<file path="src/rtl/rx_seq_ctrl_if.sv">
// rtl/rx_seq_ctrl_if.sv - receiver sequencer control/status bundle
interface rx_seq_ctrl_if #(
   parameter int N_CH  = 3,
   parameter int CNT_W = 8
);
   logic                    PU_RX;
   logic [N_CH-1:0]         CH_EN;
   logic [N_CH*CNT_W-1:0]   CAL_LEN;
   logic [N_CH-1:0]         RDY_CH;
   logic [N_CH-1:0]         PU_CH;
   logic [N_CH-1:0]         CAL_CH;
   logic                    RDY_RX;
   logic                    FAULT;
   logic [N_CH-1:0]         FAULT_CH;
   logic [2:0]              STATE;

   modport master (
      output PU_RX, CH_EN, CAL_LEN, RDY_CH,
      input  PU_CH, CAL_CH, RDY_RX, FAULT, FAULT_CH, STATE
   );

   modport slave (
      input  PU_RX, CH_EN, CAL_LEN, RDY_CH,
      output PU_CH, CAL_CH, RDY_RX, FAULT, FAULT_CH, STATE
   );
endinterface

</file>
<file path="src/rtl/rx_seq_ctrl.sv">
// rtl/rx_seq_ctrl.sv - receiver power-up / calibration / ready sequencer
module rx_seq_ctrl #(
   parameter int N_CH  = 3,
   parameter int CNT_W = 8,
   parameter int T_PU  = 10,
   parameter int TMO   = 200
) (
   input  logic          CLK,
   input  logic          RST,
   rx_seq_ctrl_if.slave  bus
);
   typedef enum logic [2:0] {
      S_IDLE     = 3'd0,
      S_PWRUP    = 3'd1,
      S_CAL      = 3'd2,
      S_WAIT_RDY = 3'd3,
      S_READY    = 3'd4,
      S_FLT      = 3'd5
   } state_t;

   localparam logic [CNT_W-1:0] CNT_MAX  = '1;
   localparam logic [CNT_W-1:0] CNT_ONE  = 1;
   localparam logic [CNT_W:0]   ONE_W    = 1;
   localparam logic [CNT_W-1:0] PU_LAST  = CNT_W'(T_PU - 1);
   localparam logic [CNT_W-1:0] TMO_LAST = CNT_W'(TMO - 1);

   state_t                 state_q, state_d;
   logic [CNT_W-1:0]       cnt_q, cnt_d, cnt_inc;
   logic [N_CH-1:0]        en_q, en_d;
   logic [N_CH*CNT_W-1:0]  len_q, len_d;
   logic [N_CH-1:0]        pu_q, pu_d, cal_q, cal_d, fch_q, fch_d;
   logic                   rdy_q, rdy_d, flt_q, flt_d;
   logic [N_CH-1:0]        cal_keep, not_rdy;
   logic                   all_rdy;

   assign cnt_inc = (cnt_q == CNT_MAX) ? cnt_q : cnt_q + CNT_ONE;
   assign not_rdy = en_q & ~bus.RDY_CH;
   assign all_rdy = (not_rdy == '0);

   // A zero length behaves like one: cnt+1 is never below 1.
   always_comb begin
      cal_keep = '0;
      for (int i = 0; i < N_CH; i++)
         cal_keep[i] = en_q[i] && (({1'b0, cnt_q} + ONE_W) < {1'b0, len_q[i*CNT_W +: CNT_W]});
   end

   always_comb begin
      state_d = state_q;
      cnt_d   = cnt_q;
      en_d    = en_q;
      len_d   = len_q;
      pu_d    = pu_q;
      cal_d   = cal_q;
      fch_d   = fch_q;
      rdy_d   = rdy_q;
      flt_d   = flt_q;
      if (state_q != S_IDLE && !bus.PU_RX) begin
         state_d = S_IDLE;
         cnt_d   = '0;
         pu_d    = '0;
         cal_d   = '0;
         fch_d   = '0;
         rdy_d   = 1'b0;
         flt_d   = 1'b0;
      end else begin
         case (state_q)
            S_IDLE: begin
               if (bus.PU_RX) begin
                  state_d = S_PWRUP;
                  en_d    = bus.CH_EN;
                  len_d   = bus.CAL_LEN;
                  pu_d    = bus.CH_EN;
                  cnt_d   = '0;
               end
            end
            S_PWRUP: begin
               if (cnt_q == PU_LAST) begin
                  state_d = S_CAL;
                  cal_d   = en_q;
                  cnt_d   = '0;
               end else begin
                  cnt_d = cnt_inc;
               end
            end
            S_CAL: begin
               cal_d = cal_keep;
               cnt_d = cnt_inc;
               if (cal_keep == '0) begin
                  state_d = S_WAIT_RDY;
                  cnt_d   = '0;
               end
            end
            S_WAIT_RDY: begin
               if (all_rdy) begin
                  state_d = S_READY;
                  rdy_d   = 1'b1;
               end else if (cnt_q == TMO_LAST) begin
                  state_d = S_FLT;
                  flt_d   = 1'b1;
                  fch_d   = not_rdy;
               end else begin
                  cnt_d = cnt_inc;
               end
            end
            S_READY: begin
               if (!all_rdy) begin
                  state_d = S_FLT;
                  rdy_d   = 1'b0;
                  flt_d   = 1'b1;
                  fch_d   = not_rdy;
               end
            end
            S_FLT: ;
            default: state_d = S_IDLE;
         endcase
      end
   end

   always_ff @(posedge CLK) begin
      if (RST) begin
         state_q <= S_IDLE;
         cnt_q   <= '0;
         en_q    <= '0;
         len_q   <= '0;
         pu_q    <= '0;
         cal_q   <= '0;
         fch_q   <= '0;
         rdy_q   <= 1'b0;
         flt_q   <= 1'b0;
      end else begin
         state_q <= state_d;
         cnt_q   <= cnt_d;
         en_q    <= en_d;
         len_q   <= len_d;
         pu_q    <= pu_d;
         cal_q   <= cal_d;
         fch_q   <= fch_d;
         rdy_q   <= rdy_d;
         flt_q   <= flt_d;
      end
   end

   assign bus.PU_CH    = pu_q;
   assign bus.CAL_CH   = cal_q;
   assign bus.RDY_RX   = rdy_q;
   assign bus.FAULT    = flt_q;
   assign bus.FAULT_CH = fch_q;
   assign bus.STATE    = state_q;
endmodule

</file>
<file path="src/flat_wrapper.sv">
// flat-port wrapper written by rule: the top's interface ports become plain ports
module rx_seq_ctrl_flat 
#(
   parameter int N_CH  = 3,
   parameter int CNT_W = 8,
   parameter int T_PU  = 10,
   parameter int TMO   = 200
)
  (CLK, RST, bus_PU_RX, bus_CH_EN, bus_CAL_LEN, bus_RDY_CH, bus_PU_CH, bus_CAL_CH, bus_RDY_RX, bus_FAULT, bus_FAULT_CH, bus_STATE);
  rx_seq_ctrl_if #(.N_CH(N_CH), .CNT_W(CNT_W)) bus_i ();
  input  logic CLK;
  input  logic RST;
  input wire logic [$bits(bus_i.PU_RX)-1:0] bus_PU_RX;
  input wire logic [$bits(bus_i.CH_EN)-1:0] bus_CH_EN;
  input wire logic [$bits(bus_i.CAL_LEN)-1:0] bus_CAL_LEN;
  input wire logic [$bits(bus_i.RDY_CH)-1:0] bus_RDY_CH;
  output wire logic [$bits(bus_i.PU_CH)-1:0] bus_PU_CH;
  output wire logic [$bits(bus_i.CAL_CH)-1:0] bus_CAL_CH;
  output wire logic [$bits(bus_i.RDY_RX)-1:0] bus_RDY_RX;
  output wire logic [$bits(bus_i.FAULT)-1:0] bus_FAULT;
  output wire logic [$bits(bus_i.FAULT_CH)-1:0] bus_FAULT_CH;
  output wire logic [$bits(bus_i.STATE)-1:0] bus_STATE;
  assign bus_i.PU_RX = bus_PU_RX;
  assign bus_i.CH_EN = bus_CH_EN;
  assign bus_i.CAL_LEN = bus_CAL_LEN;
  assign bus_i.RDY_CH = bus_RDY_CH;
  assign bus_PU_CH = bus_i.PU_CH;
  assign bus_CAL_CH = bus_i.CAL_CH;
  assign bus_RDY_RX = bus_i.RDY_RX;
  assign bus_FAULT = bus_i.FAULT;
  assign bus_FAULT_CH = bus_i.FAULT_CH;
  assign bus_STATE = bus_i.STATE;
  rx_seq_ctrl #(.N_CH(N_CH), .CNT_W(CNT_W), .T_PU(T_PU), .TMO(TMO)) u_core (.CLK(CLK), .RST(RST), .bus(bus_i));
endmodule
</file>
<file path="config.mk">
export PLATFORM = sky130hd
export DESIGN_NAME = rx_seq_ctrl_flat
export DESIGN_NICKNAME = d
export VERILOG_FILES = /design/src/rtl/rx_seq_ctrl_if.sv /design/src/rtl/rx_seq_ctrl.sv /design/src/flat_wrapper.sv
export SDC_FILE = /design/constraint.sdc
export NUM_CORES = 1
export LEC_CHECK = 0
export ABC_AREA = 1
export CORE_MARGIN = 1
export CORE_UTILIZATION = 40
export CTS_BUF_LIST = sky130_fd_sc_hd__clkbuf_16
export CTS_CLUSTER_SIZE = 30
export DETAILED_ROUTE_END_ITERATION = 12
export MAX_ROUTING_LAYER = met4
export PLACE_DENSITY = 0.65
export SYNTH_ARGS = -nofsm -noshare
export SYNTH_HDL_FRONTEND = slang
export SYNTH_SLANG_ARGS = --single-unit
</file>
<file path="constraint.sdc">
create_clock -name CLK -period 2.64 [get_ports CLK]
set_clock_uncertainty 0.05 [all_clocks]
set_input_delay 0.528 -clock CLK [delete_from_list [all_inputs] [get_ports CLK]]
set_output_delay 0.528 -clock CLK [all_outputs]
set_load 0.01 [all_outputs]
</file>
=== Word-level counts from Yosys, hierarchy flattened ===
Index checks and enable logic that the tools add are counted.

* Bits in latches: 0
* Memory bits (writable): 0
* Register bits after elaboration: 49
* Memory bits (read-only): 0
* Input bits: 33
* Memories kept: 0

* Add/sub/neg operators: 2
* Shift operators: 0
* Multiply operators: 0
* Divide/modulo/power cells: 0
* Reductions and logical operators: 20
* Magnitude comparators: 3
* Eq/ne operators: 17
* Mux-type cells: 27
* Bitwise gates (word level): 4

{| class="wikitable"
|+ Operator list
! operator !! count
|-
| $mux W8 || 6
|-
| $pmux W8 S4 || 1
|-
| $mux W3 || 10
|-
| $lt A9 B8 Y1 || 3
|-
| $pmux W3 S6 || 1
|-
| $eq A8 B8 Y1 const B || 2
|-
| $pmux W3 S2 || 2
|-
| $add A8 B1 Y9 const B || 1
|-
| $logic_not A3 Y1 || 3
|-
| $add A8 B1 Y8 const B || 1
|-
| $eq A8 B4 Y1 const B || 1
|-
| $ne A2 B1 Y1 const B || 4
|-
| $ne A2 B2 Y1 const B || 4
|-
| $reduce_and A4 Y1 || 2
|-
| $eq A3 B2 Y1 const B || 2
|-
| $eq A3 B3 Y1 const B || 2
|-
| $reduce_and A3 Y1 || 2
|-
| $reduce_and A6 Y1 || 1
|-
| $mux W1 || 5
|-
| $logic_and A1 B1 Y1 || 4
|-
| $pmux W1 S2 || 2
|-
| $reduce_and A2 Y1 || 2
|-
| $reduce_bool A2 Y1 || 2
|-
| $reduce_bool A4 Y1 || 1
|-
| other kinds (8) || 9
|}

=== Depth between registers and ports, before layout ===
* Depth after elaboration: 6
* Depth in mapped cells: 19

=== Worst setup path after synthesis ===
No wires, ideal clock.

* Path type: flip-flop to flip-flop
* Start: reg u_core.cnt_q[0]
* End: reg u_core.cnt_q[3]
* Required time: 2.524 ns
* Path slack: 0.196 ns
* Cell stages (with the launch flop): 18
* Buffers on the path: 0
* Data arrival time: 2.328 ns
* Cell sequence: dfxtp_1 > ha_1 > nand2_2 > inv_1 > nand2_1 > nor2_1 > xor2_1 > ha_1 > a21o_1 > nand3_2 > nand2_2 > nor2_2 > nand3_2 > nand2_2 > nand2_4 > nand2_8 > nand2_2 > a21oi_2

* Longest elaborated chain between the ends: 6
* Elaborated cells on any way between the ends: 20
* Classes of those cells: 2 x add/sub; 3 x order compare; 4 x eq/ne; 6 x mux; 5 x reduce/logical

{| class="wikitable"
|+ Ends and longest elaborated chain
! item !! RTL line !! RTL
|-
| from (decl) || rx_seq_ctrl.sv:28 || <nowiki>logic [CNT_W-1:0] cnt_q, cnt_d, cnt_inc;</nowiki>
|-
| from (signal assigned) || rx_seq_ctrl.sv:132 || <nowiki>cnt_q <= cnt_d;</nowiki>
|-
| $add A8 B1 Y9 || rx_seq_ctrl.sv:44 || <nowiki>cal_keep[i] = en_q[i] && (({1'b0, cnt_q} + ONE_W) < {1'b0, len_q[i*CNT_W +: CNT_W]});</nowiki>
|-
| $lt A9 B8 Y1 || rx_seq_ctrl.sv:44 ||
|-
| $logic_and A1 B1 Y1 || rx_seq_ctrl.sv:44 ||
|-
| $logic_not A3 Y1 || rx_seq_ctrl.sv:88 || <nowiki>if (cal_keep == '0) begin</nowiki>
|-
| $mux W8 || rx_seq_ctrl.sv:88 ||
|-
| $pmux W8 S4 || rx_seq_ctrl.sv:66 || <nowiki>case (state_q)</nowiki>
|}

Several ways; a longest one is shown, not always the timed one. The select of a mux whose other input is x is not followed.
A chain may end at the register's enable or synchronous reset.

=== Worst setup path in the final report ===
* Start: reg u_core.cnt_q[1]
* End: reg u_core.state_q[2], in the netlist u_core.bus.STATE[2]

* Longest elaborated chain between the ends: 6
* Elaborated cells on any way between the ends: 14
* Classes of those cells: 1 x add/sub; 3 x order compare; 5 x eq/ne; 5 x reduce/logical

{| class="wikitable"
|+ Ends and longest elaborated chain
! item !! RTL line !! RTL
|-
| $add A8 B1 Y9 || rx_seq_ctrl.sv:44 ||
|-
| $lt A9 B8 Y1 || rx_seq_ctrl.sv:44 ||
|-
| $logic_and A1 B1 Y1 || rx_seq_ctrl.sv:44 ||
|-
| $logic_not A3 Y1 || rx_seq_ctrl.sv:88 ||
|-
| $ne A2 B1 Y1 (no line) || -- ||
|-
| $reduce_and A6 Y1 (no line) * || -- ||
|-
| to (signal assigned) || rx_seq_ctrl.sv:131 || <nowiki>state_q <= state_d;</nowiki>
|-
| to (decl) || rx_seq_ctrl.sv:27 || <nowiki>state_t state_q, state_d;</nowiki>
|}

Mark *: on every way between the ends. The rest lies on a longest branch, timed or not.

==> results summary <==
The flow ran to the end, and the final reports show no timing, DRC or antenna violations. The type of the most critical hold path is flop to flop. The final cell area excluding filler cells came out at 3690 um^2. Entering global routing, the biggest net connects 52 pins.

The clock tree from TritonCTS is built. After the flow finishes, the layout carries non-filler instances totaling 551. The data required time of the worst path came out at 2770 ps.

The die outline area came out at 7390 um^2. Of the total synthesized cell area, the portion taken by full adders, half adders and majority gates is 10.2%. When the netlist entered floorplanning its net count stood at 452. In the synthesized netlist the dominant register cell turns out to be sky130_fd_sc_hd__dfxtp_1. The minimum clock period after layout is 2500 ps. The worst setup path is captured at a flop.

Across the run, the number of max-cap violations was 0. The number of levels the H-tree was split into is 2. The number of DRC markers in iteration 0 is 92. The detailed-route wire length per cell came out at 12.0 um. The number of warnings issued by yosys is 0. Wires add up to 6600 um.

The number of nets still failing antenna checks after routing is 0. 0 antenna diodes ended up in the layout. The vias per cell is 4.75. The combinational family with the most area after synthesis is simple AND/OR/NAND/NOR gates.

The number of detailed-routing iterations run before antenna repair is 4. The setup TNS came out at 0 ps. The via count of the first global-routing pass came out at 2372. The area fraction in and, or, nand and nor cells after synthesis came out at 24.7%. The delay of the slowest cell on the worst path is 380 ps. The HPWL after detailed placement is 4980 um. The arrival time of the worst setup path is 2620 ps.

The synthesis-stage register bit count came out at 49. The final worst setup slack came out at 140 ps. After detailed placement, the total cell area comes to 3420 um^2. For this design, the sink count on the clock tree is 49. The effective utilization at floorplan came out at 41.5%. The critical path is of the flop to flop type.

The floorplan die width came out at 86.0 um. The clock latency on the worst-skew pair is 290 ps. The clock transition at the registers of the reported paths came out at 70 ps. The share of the synthesized area in the top cell type is 34.8%. The count of vias placed by the detailed router is 2619.

The transition at the pin with the smallest max-transition slack came out at 557 ps. The remaining global-route overflow came out at 0. The top-level I/O count came out at 47. The max-slew violation count came out at 0.

VDD sags by at most 0.388 mV. In this run, post-CTS hold repair placed 0 buffers. The count of final setup violators came out at 0. The share of synthesized area occupied by flip-flops and latches is 34.8%. The peak fanout along the critical path is 5. Counting every instance in the synthesized netlist gives 396. The floorplan has 30 rows. The synthesized area per cell is 7.12 um^2. The proportion of layout cells with a drive suffix above 1 came out at 15.4%. The height of the chip is 86.0 um.

The worst-case setup slack after placement is -94.1 ps. The region available for standard cell placement spans 6790 um^2. The leakage power figure came out at 1.65 nW. The area growth from synthesis to layout came out at 30.7%. Once placement completed, the tool counted placed cells totaling 537.

The count of unique library cells instantiated by Yosys is 30. The first global-routing pass estimated 10800 um of wire. After detailed routing, the number of remaining DRC violations is 0.

Dividing the final minimum period by the clock period gives 94.7%. After synthesis, the cell types taking the most area are sky130_fd_sc_hd__dfxtp_1 (35%), sky130_fd_sc_hd__ha_1 (10%), sky130_fd_sc_hd__nand2_1 (8.7%). The total CTS buffers is 5. Counting flops with an async set or reset pin after synthesis yields a share of 0%.

The critical path's slowest cell is sky130_fd_sc_hd__dfxtp_4. Broken down by cell family, the worst path's largest delay share belongs to simple AND/OR/NAND/NOR gates. STA classifies the critical path startpoint as a flop. The cell sitting at the root of the clock tree is a sky130_fd_sc_hd__clkbuf_16. The congestion estimate from routability-driven global placement came to 0.851. The number of buffers and inverters on the critical path is 3. Leaving out fill and tap cells, the most frequent cell in the layout is sky130_fd_sc_hd__nand2_1. The clock passes through at most 2 buffers.

The global-route total usage across every layer is 18.7%. Traced cell by cell, the critical path runs through ha_4, nand2_4, inv_2, nand2_2, nor2_4, xor2_4, ha_1, a21oi_2, o21ai_1, nor2_1, nand2_1, nand2_1, inv_2, nand2_2, nand2_4, buf_4, nand3_1, a21oi_1. The xor/xnor share of the synthesized area came out at 1.24%. The remaining max-slew budget at the tightest pin is 62.8%.

The count of flip-flops with a built-in enable after synthesis is 0. The count of input and output buffers came out at 46. Static timing analysis puts the maximum clock frequency at 400 MHz. The initial antenna violation count came to 0. The final net count came out at 510. The cell type contributing the most total cell area after synthesis is sky130_fd_sc_hd__dfxtp_1. The mux cell area share after synthesis is 0%. The synthesized netlist devotes 18.7% of its cell area to compound gates. The top cell types in the final layout, fill and taps aside, are sky130_fd_sc_hd__nand2_1 (64), sky130_fd_sc_hd__inv_1 (62), sky130_fd_sc_hd__clkdlybuf4s50_1 (46), sky130_fd_sc_hd__dfxtp_1 (46), sky130_fd_sc_hd__a21oi_1 (44).

The count of endpoints failing hold in the final timing report came out at 0. In this run the power density over the cells is 739 nW/um^2. The post-synthesis instance area came out at 2820 um^2.
cells by family (layout without fill, tap and decap cells):
group	after synthesis	in the layout
AOI/OAI and AO/OA	96	96
xor gates and xnor gates	4	4
adders and majority gates	23	23
buffers and inverters	75	134
DFF	49	49
and+or+nand+nor	149	149
Yosys cell counts, drive strengths merged (2+ instances only):
cell and count:
xnor2 2, ha 23, xor2 2, nand4 3
nand2 81, o31ai 2, nor2 47, o21ai 37
a21oi 55, nand3 13, dfxtp 49, inv 65
and3 2, buf 5, clkbuf 4
state kept, by name (all words and copies together) (netlist names):
| name | cells |
|---|---|
| u_core.en_q | 3 |
| u_core.bus.FAULT_CH | 3 |
| u_core.bus.RDY_RX | 1 |
| u_core.bus.FAULT | 1 |
| u_core.bus.STATE | 3 |
| u_core.bus.PU_CH | 3 |
| u_core.bus.CAL_CH | 3 |
| u_core.cnt_q | 8 |
| u_core.len_q | 24 |
cell type report:
| class | count | area (um^2) |
|---|---|---|
| clock buffers | 5 | 125 |
| clock inverters | 3 | 18.8 |
| fillers | 648 | 3110 |
| inverters | 66 | 248 |
| multi-input cells | 272 | 1620 |
| flip-flops and latches | 49 | 992 |
| well taps | 96 | 120 |
| repair buffers | 60 | 566 |
routing by layer:
metal / share of wire, % / routed length (um) / GRT usage, % / vias up
met5: 0 / 0 / - / -
met4: 1.2 / 79 / 3.94 / 0
met3: 2.8 / 184 / 3.46 / 6
met2: 46 / 3050 / 29.6 / 41
met1: 50 / 3280 / 24.8 / 1183
li1: - / - / - / 1389
power by group:
group | switching (mW) | internal, mW | leakage (nW)
sequential | 0.0782 | 0.895 | 0.404
clock | 0.283 | 0.348 | 0.0672
combinational | 0.686 | 0.433 | 1.18
total | 1.05 | 1.68 | 1.65
per-stage QoR:
step	hold slack, ps	utilization (%)	power [mW]
floorplan	385	-	1.74
global placement	403	50.3	2.08
detailed placement	409	50.3	2.08
CTS	418	52.7	2.71
global route	440	54.3	2.94
finish	417	54.3	2.72
final timing paths:
kind                                           from             endpoint  slack (ps)  cells after the start
worst min register to register  u_core.bus.PU_CH[1]  u_core.bus.PU_CH[1]         420                      2
worst min-delay path            u_core.bus.PU_CH[1]  u_core.bus.PU_CH[1]         420                      2
worst max register to register      u_core.cnt_q[1]  u_core.bus.STATE[2]         140                     18
worst max-delay path                u_core.cnt_q[1]  u_core.bus.STATE[2]         140                     18
worst min-delay path: stages (launching register included):
cell and delay, ps:
sky130_fd_sc_hd__dfxtp_1 310, sky130_fd_sc_hd__nand2_1 60, sky130_fd_sc_hd__a21oi_1 50
timing repair:
item,in CTS,in global routing
pin swaps,0,13
gates resized for setup,2,22
endpoints found under the setup margin,10,10
setup buffers,1,5
Note: power is estimated with default switching activity, not from simulation.
